## src/rtl/audio_pkg.sv

```systemverilog
// rtl/audio_pkg.sv - shared types and constants for the audio stream controller
package audio_pkg;

   localparam int FRAME_W       = 48;
   localparam int CLK_PER_FRAME = 2500;

   typedef enum logic [1:0] {
      IDLE    = 2'd0,
      PREFILL = 2'd1,
      RUN     = 2'd2,
      DRAIN   = 2'd3
   } state_e;

   // States in which sources may be granted and frames written to the FIFO.
   function automatic logic is_writing_state(input logic [1:0] s);
      return (s == PREFILL) || (s == RUN);
   endfunction

endpackage

```

## src/rtl/rr_arbiter2.sv

```systemverilog
// rtl/rr_arbiter2.sv - two-requester round-robin arbiter with toggling last-grant pointer
module rr_arbiter2 (
   input  logic       clk,
   input  logic       reset,
   input  logic [1:0] req,
   input  logic       advance,
   output logic [1:0] grant
);

   // r_last_grant = 1 means src1 was last, so src0 takes the next tie.
   logic r_last_grant;

   always_comb begin
      grant = 2'b00;
      case (req)
         2'b01:   grant = 2'b01;
         2'b10:   grant = 2'b10;
         2'b11:   grant = r_last_grant ? 2'b01 : 2'b10;
         default: grant = 2'b00;
      endcase
   end

   always_ff @(posedge clk) begin
      if (reset) begin
         r_last_grant <= 1'b1;
      end else if (advance) begin
         r_last_grant <= ~r_last_grant;
      end
   end

endmodule

```

## src/rtl/audio_stream_ctrl.sv

```systemverilog
// rtl/audio_stream_ctrl.sv - two-source audio frame arbiter feeding an I2S FIFO; optional AUDIO_STREAM_CTRL_MUTE_EN
module audio_stream_ctrl
   import audio_pkg::*;
#(
   parameter int PREFILL_FRAMES = 4,
   parameter int DRAIN_CYCLES   = 8 * CLK_PER_FRAME
) (
   input  logic               clk,
   input  logic               reset,
   input  logic               start,
   input  logic               stop,
   input  logic [FRAME_W-1:0] src0_frame,
   input  logic               src0_valid,
   output logic               src0_ready,
   input  logic [FRAME_W-1:0] src1_frame,
   input  logic               src1_valid,
   output logic               src1_ready,
   output logic [FRAME_W-1:0] i2s_frame,
   output logic               i2s_write,
   input  logic               i2s_full,
   output logic               i2s_enable,
   output logic [1:0]         state,
   output logic [15:0]        frames_written
`ifdef AUDIO_STREAM_CTRL_MUTE_EN
   ,
   input  logic               mute
`endif
);

   localparam int         DRAIN_W   = $clog2(DRAIN_CYCLES + 1);
   localparam logic [1:0] S_IDLE    = IDLE;
   localparam logic [1:0] S_PREFILL = PREFILL;
   localparam logic [1:0] S_RUN     = RUN;
   localparam logic [1:0] S_DRAIN   = DRAIN;

   logic [1:0]         r_state;
   logic [3:0]         r_pref_cnt;
   logic [DRAIN_W-1:0] r_drain_cnt;
   logic [15:0]        r_frames;

   logic               w_active;
   logic [1:0]         w_req;
   logic [1:0]         w_grant;
   logic               w_write;
   logic [FRAME_W-1:0] w_frame;

   // Requests are masked at the source so a grant always implies a write.
   assign w_active = is_writing_state(r_state);
   assign w_req    = {src1_valid, src0_valid} & {2{w_active & ~i2s_full}};
   assign w_write  = |w_grant;
   assign w_frame  = w_grant[1] ? src1_frame : src0_frame;

   rr_arbiter2 u_arb (
      .clk     (clk),
      .reset   (reset),
      .req     (w_req),
      .advance (w_write),
      .grant   (w_grant)
   );

   assign src0_ready     = w_grant[0];
   assign src1_ready     = w_grant[1];
   assign i2s_write      = w_write;
   assign i2s_enable     = (r_state == S_RUN) || (r_state == S_DRAIN);
   assign state          = r_state;
   assign frames_written = r_frames;

`ifdef AUDIO_STREAM_CTRL_MUTE_EN
   assign i2s_frame = mute ? '0 : w_frame;
`else
   assign i2s_frame = w_frame;
`endif

   always_ff @(posedge clk) begin
      if (reset) begin
         r_state     <= S_IDLE;
         r_pref_cnt  <= '0;
         r_drain_cnt <= '0;
         r_frames    <= '0;
      end else begin
         if (w_write) begin
            r_frames <= r_frames + 16'd1;
         end
         case (r_state)
            S_IDLE: begin
               if (start && !stop) begin
                  r_state    <= S_PREFILL;
                  r_pref_cnt <= '0;
               end
            end
            S_PREFILL: begin
               if (stop) begin
                  r_state     <= S_DRAIN;
                  r_drain_cnt <= DRAIN_W'(DRAIN_CYCLES - 1);
               end else if (i2s_full) begin
                  r_state <= S_RUN;
               end else if (w_write) begin
                  r_pref_cnt <= r_pref_cnt + 4'd1;
                  if (r_pref_cnt == 4'(PREFILL_FRAMES - 1)) begin
                     r_state <= S_RUN;
                  end
               end
            end
            S_RUN: begin
               if (stop) begin
                  r_state     <= S_DRAIN;
                  r_drain_cnt <= DRAIN_W'(DRAIN_CYCLES - 1);
               end
            end
            S_DRAIN: begin
               if (r_drain_cnt == '0) begin
                  r_state <= S_IDLE;
               end else begin
                  r_drain_cnt <= r_drain_cnt - 1'b1;
               end
            end
            default: r_state <= S_IDLE;
         endcase
      end
   end

endmodule

```

## config.mk

```make
export PLATFORM = sky130hd
export DESIGN_NAME = audio_stream_ctrl
export DESIGN_NICKNAME = d
export VERILOG_FILES = /design/src/rtl/audio_pkg.sv /design/src/rtl/rr_arbiter2.sv /design/src/rtl/audio_stream_ctrl.sv
export SDC_FILE = /design/constraint.sdc
export NUM_CORES = 1
export LEC_CHECK = 0
export ABC_AREA = 1
export CAP_MARGIN = 10
export CORE_MARGIN = 10
export CORE_UTILIZATION = 37
export DETAILED_ROUTE_END_ITERATION = 16
export PLACE_DENSITY = 0.81
export SYNTH_ARGS = -nofsm -noshare
export SYNTH_HDL_FRONTEND = slang
export SYNTH_HIERARCHICAL = 1
export SYNTH_SLANG_ARGS = --single-unit
```

## constraint.sdc

```tcl
create_clock -name clk -period 2.94 [get_ports clk]
set_clock_uncertainty 0.05 [all_clocks]
set_input_delay 0.294 -clock clk [delete_from_list [all_inputs] [get_ports clk]]
set_output_delay 0.294 -clock clk [all_outputs]
set_load 0.005 [all_outputs]
```

==> results of run 1 <==
[state kept, by name, indices dropped and copies added, names as in the netlist]
register and count:
state 2, r_pref_cnt 4, r_drain_cnt 15, u_arb/r_last_grant 1, frames_written 16
[repair_timing]
action	in CTS	in global routing
endpoints found under the setup margin	31	49
gates resized for setup	1	8
setup buffers	0	0
[Yosys cell counts]
master,count,area [um^2]
nand2_2,3,18.77
o21ai_1,2,10.01
nor3_2,1,10.01
nand4_1,4,25.02
nor2_1,52,195.2
a31o_2,1,8.760
nor4_1,1,6.260
o211ai_1,1,7.510
xor2_1,4,35.03
nand2_1,229,859.6
xnor2_1,1,8.760
and3_1,2,12.51
inv_2,2,7.510
nand3_2,1,10.01
or2_0,1,6.260
ha_1,8,100.1
nand3_1,27,135.1
or2_2,3,18.77
nand3b_1,2,15.01
o21bai_1,1,7.510
dfxtp_1,38,760.7
o21ai_0,9,45.04
buf_1,2,7.510
buf_2,1,5.000
a21boi_1,2,15.01
nor3_1,9,45.04
clkbuf_1,12,45.04
a21oi_1,25,125.1
nor3b_2,1,12.51
nor2_2,2,12.51
buf_4,1,7.510
inv_1,48,180.2
a21oi_2,1,8.760
[routing by layer]
metal | vias to the layer above | track usage (%)
met4 | 0 | 2.901
met5 | - | 0
met3 | 8 | 9.541
met2 | 99 | 39.58
met1 | 1633 | 18.83
li1 | 1871 | -
[kinds of logic (layout without fill, tap and decap cells)]
family,Yosys count,in the layout,share of synthesized area [%]
AO/OA/AOI/OAI,42,42,8.228
XOR/XNOR,5,5,1.582
adder cells (fa/ha/maj),8,8,3.617
buffers and inverters,66,237,9.132
flip-flops,38,38,27.49
AND/OR/NAND/NOR,338,338,49.95
[where the power goes]
group          switching, mW  internal [mW]
logic                   1.00          0.872
registers             0.0958          0.612
clock network          0.198          0.340
[final cells by class]
class                      instances  area share, %
tap                               99          2.581
inverter                          50          3.911
clock inverter                     3          1.434
timing repair buffer             179          37.65
sequential                        38          15.88
multi-input combinational        393          37.11
clock buffer                       5          1.434
[worst max-delay path: stages, from the launching register on]
cell and delay, ps:
dfxtp_2 380, inv_1 130, ha_4 300, and3_1 200, a21boi_4 250, buf_4 250, nand2_1 100, nand2_1 70
clkdlybuf4s50_1 510
[per-stage QoR]
stage | std cells | setup slack, ps | utilization [%]
after floorplan | 497 | 487.1 | -
after global placement | 759 | 318.9 | 63.76
after detailed placement | 759 | 259.1 | 63.76
after CTS | 767 | 17.09 | 65.71
after global routing | 767 | 34.61 | 66.15
final | 767 | 121.0 | 66.15
[path summary, 6_finish.rpt]
check                                startpoint                end  slack [ps]  cells after the start
worst max-delay path                   state[0]      i2s_frame[20]         120                      8
worst max register to register         state[0]  frames_written[9]         280                     12
worst min register to register  r_drain_cnt[14]    r_drain_cnt[14]         420                      2
worst min-delay path            r_drain_cnt[14]    r_drain_cnt[14]         420                      2
==> flow_summary.toml, run 1 <==
[floorplan]
fp-row-count = 31
die_height_um = 106.5
die_w_um = 106.5
ioPinCount = 173
fp.dieArea_um2 = 11340
start_util_pct = 38.16
coreArea_um2 = 7253

[setup_path]
criticalPathCategory = "reg2out"
crit_path_end_kind = "output pin"
cp_max_fo = 16
crit_arrival_ps = 2470
cp_data_required_time_ps = 2600
critPathLaunchType = "flip-flop"

[final_layout]
diodes = 0
final_cell_mix = "228 x nand2_1, 169 x clkdlybuf4s50_1, 52 x nor2_1"
final_area_um2 = 4798
multi_input_area_um2 = 1780
nNetsFinal = 778
final_common_cell = "nand2_1"
syn2layout_area_growth_pct = 73.37
fill_cells = 661
layout-drive-gt1-share_pct = 5.090
regArea_um2 = 762.0

[synth]
syn_nets = 608
yosys.cell_types.count = 33
ys_seq_area_share_pct = 27.49
netlist_area_um2 = 2768
synth_cells = 497
synth.avg_cell_area_um2 = 5.569
ys_seq_elements = 38
yosys_warnings = 6

[sta]
period_share_pct = 95.88
drv_slew = 0
fmax_mhz = 354.7
setup_tns_ps = 0
maxSlewHeadroom_pct = 66.03
setup_viol = 0
worst_pin_slew_ps = 509.0
hold_violations = 0
holdWs_ps = 423.7
fin_crit_ps = 2819
rsz0062_at_grt = "no"

[clock_network]
cts_buffer_depth = 2
cts_tree = "done"
clk_latency_ps = 300
cts_sinks = 38
clockRootBuffer = "clkbuf_8"
cts_buffers = 5
clkTransAtPathRegs_ps = 80
htreeDepth = 2
ctsHoldBuffers = 0

[drt]
vias = 3611
first_pass_iters = 4
via_per_inst = 4.708
wl_met1_mm = 4.189
wl_per_cell_um = 15.78
post-route-drc-count = 0
ant_nets = 0
wl_met3_mm = 1.233
wl_mm = 12.10
dr.max_layer_used = "met4"
wl_met2_mm = 6.611
drt-initial-drc-count = 199

[global_route]
grt_pass1_wl_mm = 18.53
grt_start_max_net_pins = 35
grt_pass1_vias = 3559
antenna_found_initial = 0
grt-ovfl-total = 0
grt_usage_pct = 20.19

[run_status]
status = "finished clean"

[power]
p_leak_nw = 2.187
peakVddDrop_uv = 296.8
p_per_area_nw_per_um2 = 650.1
total_power_mw = 3.120

[job]
maxCapViolCount = 0

[worst_hold_path]
min_path_type = "reg2reg"

[place]
dp_hpwl_mm = 9.993
gp_congestion = 0.8722
placed_area_um2 = 4624
port_buffers = 172
(Power assumes the default switching activity.)
==> inputs of run 2 (changes only) <==
==> constraint.sdc (replaced) <==
create_clock -name clk -period 2.94 [get_ports clk]
set_clock_uncertainty 0.05 [all_clocks]
set_input_delay 0.294 -clock clk [delete_from_list [all_inputs] [get_ports clk]]
set_output_delay 0.294 -clock clk [all_outputs]
set_load 0.01 [all_outputs]
==> run 2 against run 1 <==
Against the previous run: count of clock-buffer cells in the layout is the same; via count increased by 0.86%; register-to-register slack better by 130 ps; largest power group unchanged; highest routed layer unchanged; design area grew 0.65%; non-clock buffer count rose by 2; combinational power rose by 4%; flip-flop and latch count is the same; die area did not move; sequential share of layout area is 0.10 points lower; worst setup slack got worse by 9.2 ps.
==> flow_summary.toml, run 2 (synthesis results as in run 1) <==
[setup_path]
cp_common_cell = "nand2_1"
cp_data_required_time_ps = 2600
slowest_stage = "clkdlybuf4s50_1"
cp_cell_sequence = "inv_1, ha_4, and3_1, a21boi_4, buf_4, nand2_1, nand2_1, clkdlybuf4s50_1"
critPathLaunchType = "flip-flop"
critPathMaxStageDelay_ps = 590
criticalPathCategory = "reg2out"
crit_arrival_ps = 2480
crit_family = "buffers and inverters"
worst-path-buf-inv = 3
cp_max_fo = 13
crit_path_end_kind = "output pin"

[floorplan]
fp-row-count = 31
coreArea_um2 = 7253
die_height_um = 106.5
die_w_um = 106.5
ioPinCount = 173
fp.dieArea_um2 = 11340
start_util_pct = 38.16

[sta]
layout_setup_ws_ps = 111.9
hold_violations = 0
fmax_mhz = 353.6
maxSlewHeadroom_pct = 66.53
period_share_pct = 96.20
fin_crit_ps = 2828
drv_slew = 0
setup_viol = 0
worst_pin_slew_ps = 501.5
rsz0062_at_grt = "no"

[final_layout]
largest_reg_flops = 16
layout-drive-gt1-share_pct = 5.373
post-route-util_pct = 66.59
syn2layout_area_growth_pct = 74.50
final_area_um2 = 4830
final_cell_mix = "228 x nand2_1, 166 x clkdlybuf4s50_1, 52 x nor2_1"
nNetsFinal = 780
final_common_cell = "nand2_1"
diodes = 0

[job]
maxCapViolCount = 0

[place]
dp_hpwl_mm = 9.992
dp_slack_ps = 280.7
port_buffers = 172
placed_area_um2 = 4639
gp_congestion = 0.8596

[worst_hold_path]
min_path_type = "reg2reg"

[clock_network]
clk_latency_ps = 290
cts_tree = "done"
cts_buffers = 5
clkTransAtPathRegs_ps = 80
cts_buffer_depth = 2
htreeDepth = 2
clockRootBuffer = "clkbuf_8"
cts_sinks = 38

[drt]
first_pass_iters = 4
drt-initial-drc-count = 151
ant_nets = 0
post-route-drc-count = 0
wl_mm = 11.89
vias = 3642
via_per_inst = 4.736
wl_per_cell_um = 15.46

[power]
switchingPower_mw = 1.359
total_power_mw = 3.195
p_int_mw = 1.836
pwr-share-seq_pct = 22.2
switching_share_pct = 42.53
p_leak_nw = 2.227
peakVddDrop_uv = 293.6
p_clk_share_pct = 16.9
p_comb_share_pct = 60.9
p_per_area_nw_per_um2 = 661.6

[global_route]
grt_start_max_net_pins = 35
grt_pass1_vias = 3785
grt_pass1_wl_mm = 19.01
grt_usage_pct = 20.55
antenna_found_initial = 0
grt-ovfl-total = 0

[run_status]
status = "finished clean"
run 2: cell count changes in the layout (fill, tap and decap cells not counted):
cell             delta
nand2_4             +1
buf_4               +1
clkdlybuf4s50_1     -3
buf_6               +1
dlymetal6s2s_1      +3
nand2_2             -1
run 2: worst paths after layout:
kind,from,endpoint,slack (ps),cells past startpoint
max,state[0],i2s_frame[47],110,8
min,r_drain_cnt[14],r_drain_cnt[14],430,2
max reg2reg,state[0],frames_written[7],410,12
min reg2reg,r_drain_cnt[14],r_drain_cnt[14],430,2
run 2: power groups by stage:
stage | clock network (mW) | registers [mW] | logic [mW]
floorplan | 0 | 0.705 | 1.12
global placement | 0 | 0.710 | 1.86
detailed placement | 0 | 0.717 | 1.90
CTS | 0.545 | 0.706 | 1.93
global route | 0.566 | 0.724 | 2.20
finish | 0.539 | 0.710 | 1.95
run 2: final cells by class:
cell class	count	area [um^2]
Fill cell	631	2424
Tap cell	99	123.9
Inverter	50	187.7
Timing Repair Buffer	181	1833
Sequential cell	38	762.0
Multi-Input combinational cell	393	1785
Clock inverter	3	68.82
Clock buffer	5	68.82
run 2: per-stage QoR:
| step | TNS (ps) | instances | hold slack [ps] |
|---|---|---|---|
| 2_1_floorplan | 0 | 497 | 351.8 |
| 4_1_cts | -3.008 | 769 | 427.5 |
| 6_report | 0 | 769 | 428.9 |
| 5_1_grt | 0 | 769 | 436.6 |
| 3_5_place_dp | 0 | 761 | 416.7 |
| 3_3_place_gp | 0 | 761 | 404.8 |
run 2: repair_timing:
action	4_1_cts	5_1_grt
gates resized for setup	2	12
endpoints found under the setup margin	12	49
hold buffers	0	0
buffers inserted	0	0
run 2: tightest hold or removal path: stages, from the launching register on:
cell,delay (ps)
dfxtp_1,320
nand2_1,70
a21oi_1,50
run 2: layer usage:
layer / track usage (%) / wire [um]
met3: 10.81 / 1362
met1: 18.31 / 3956
met5: 0 / 0
met4: 3.675 / 150
met2: 40.24 / 6419
==> inputs of run 3 (changes only) <==
--- a/config.mk
+++ b/config.mk
@@ -6,7 +6,6 @@
 export NUM_CORES = 1
 export LEC_CHECK = 0
 export ABC_AREA = 1
-export CAP_MARGIN = 10
 export CORE_MARGIN = 10
 export CORE_UTILIZATION = 37
 export DETAILED_ROUTE_END_ITERATION = 16
==> results of run 3 <==
The final DEF is identical to that of run 2; final timing and power are the same.
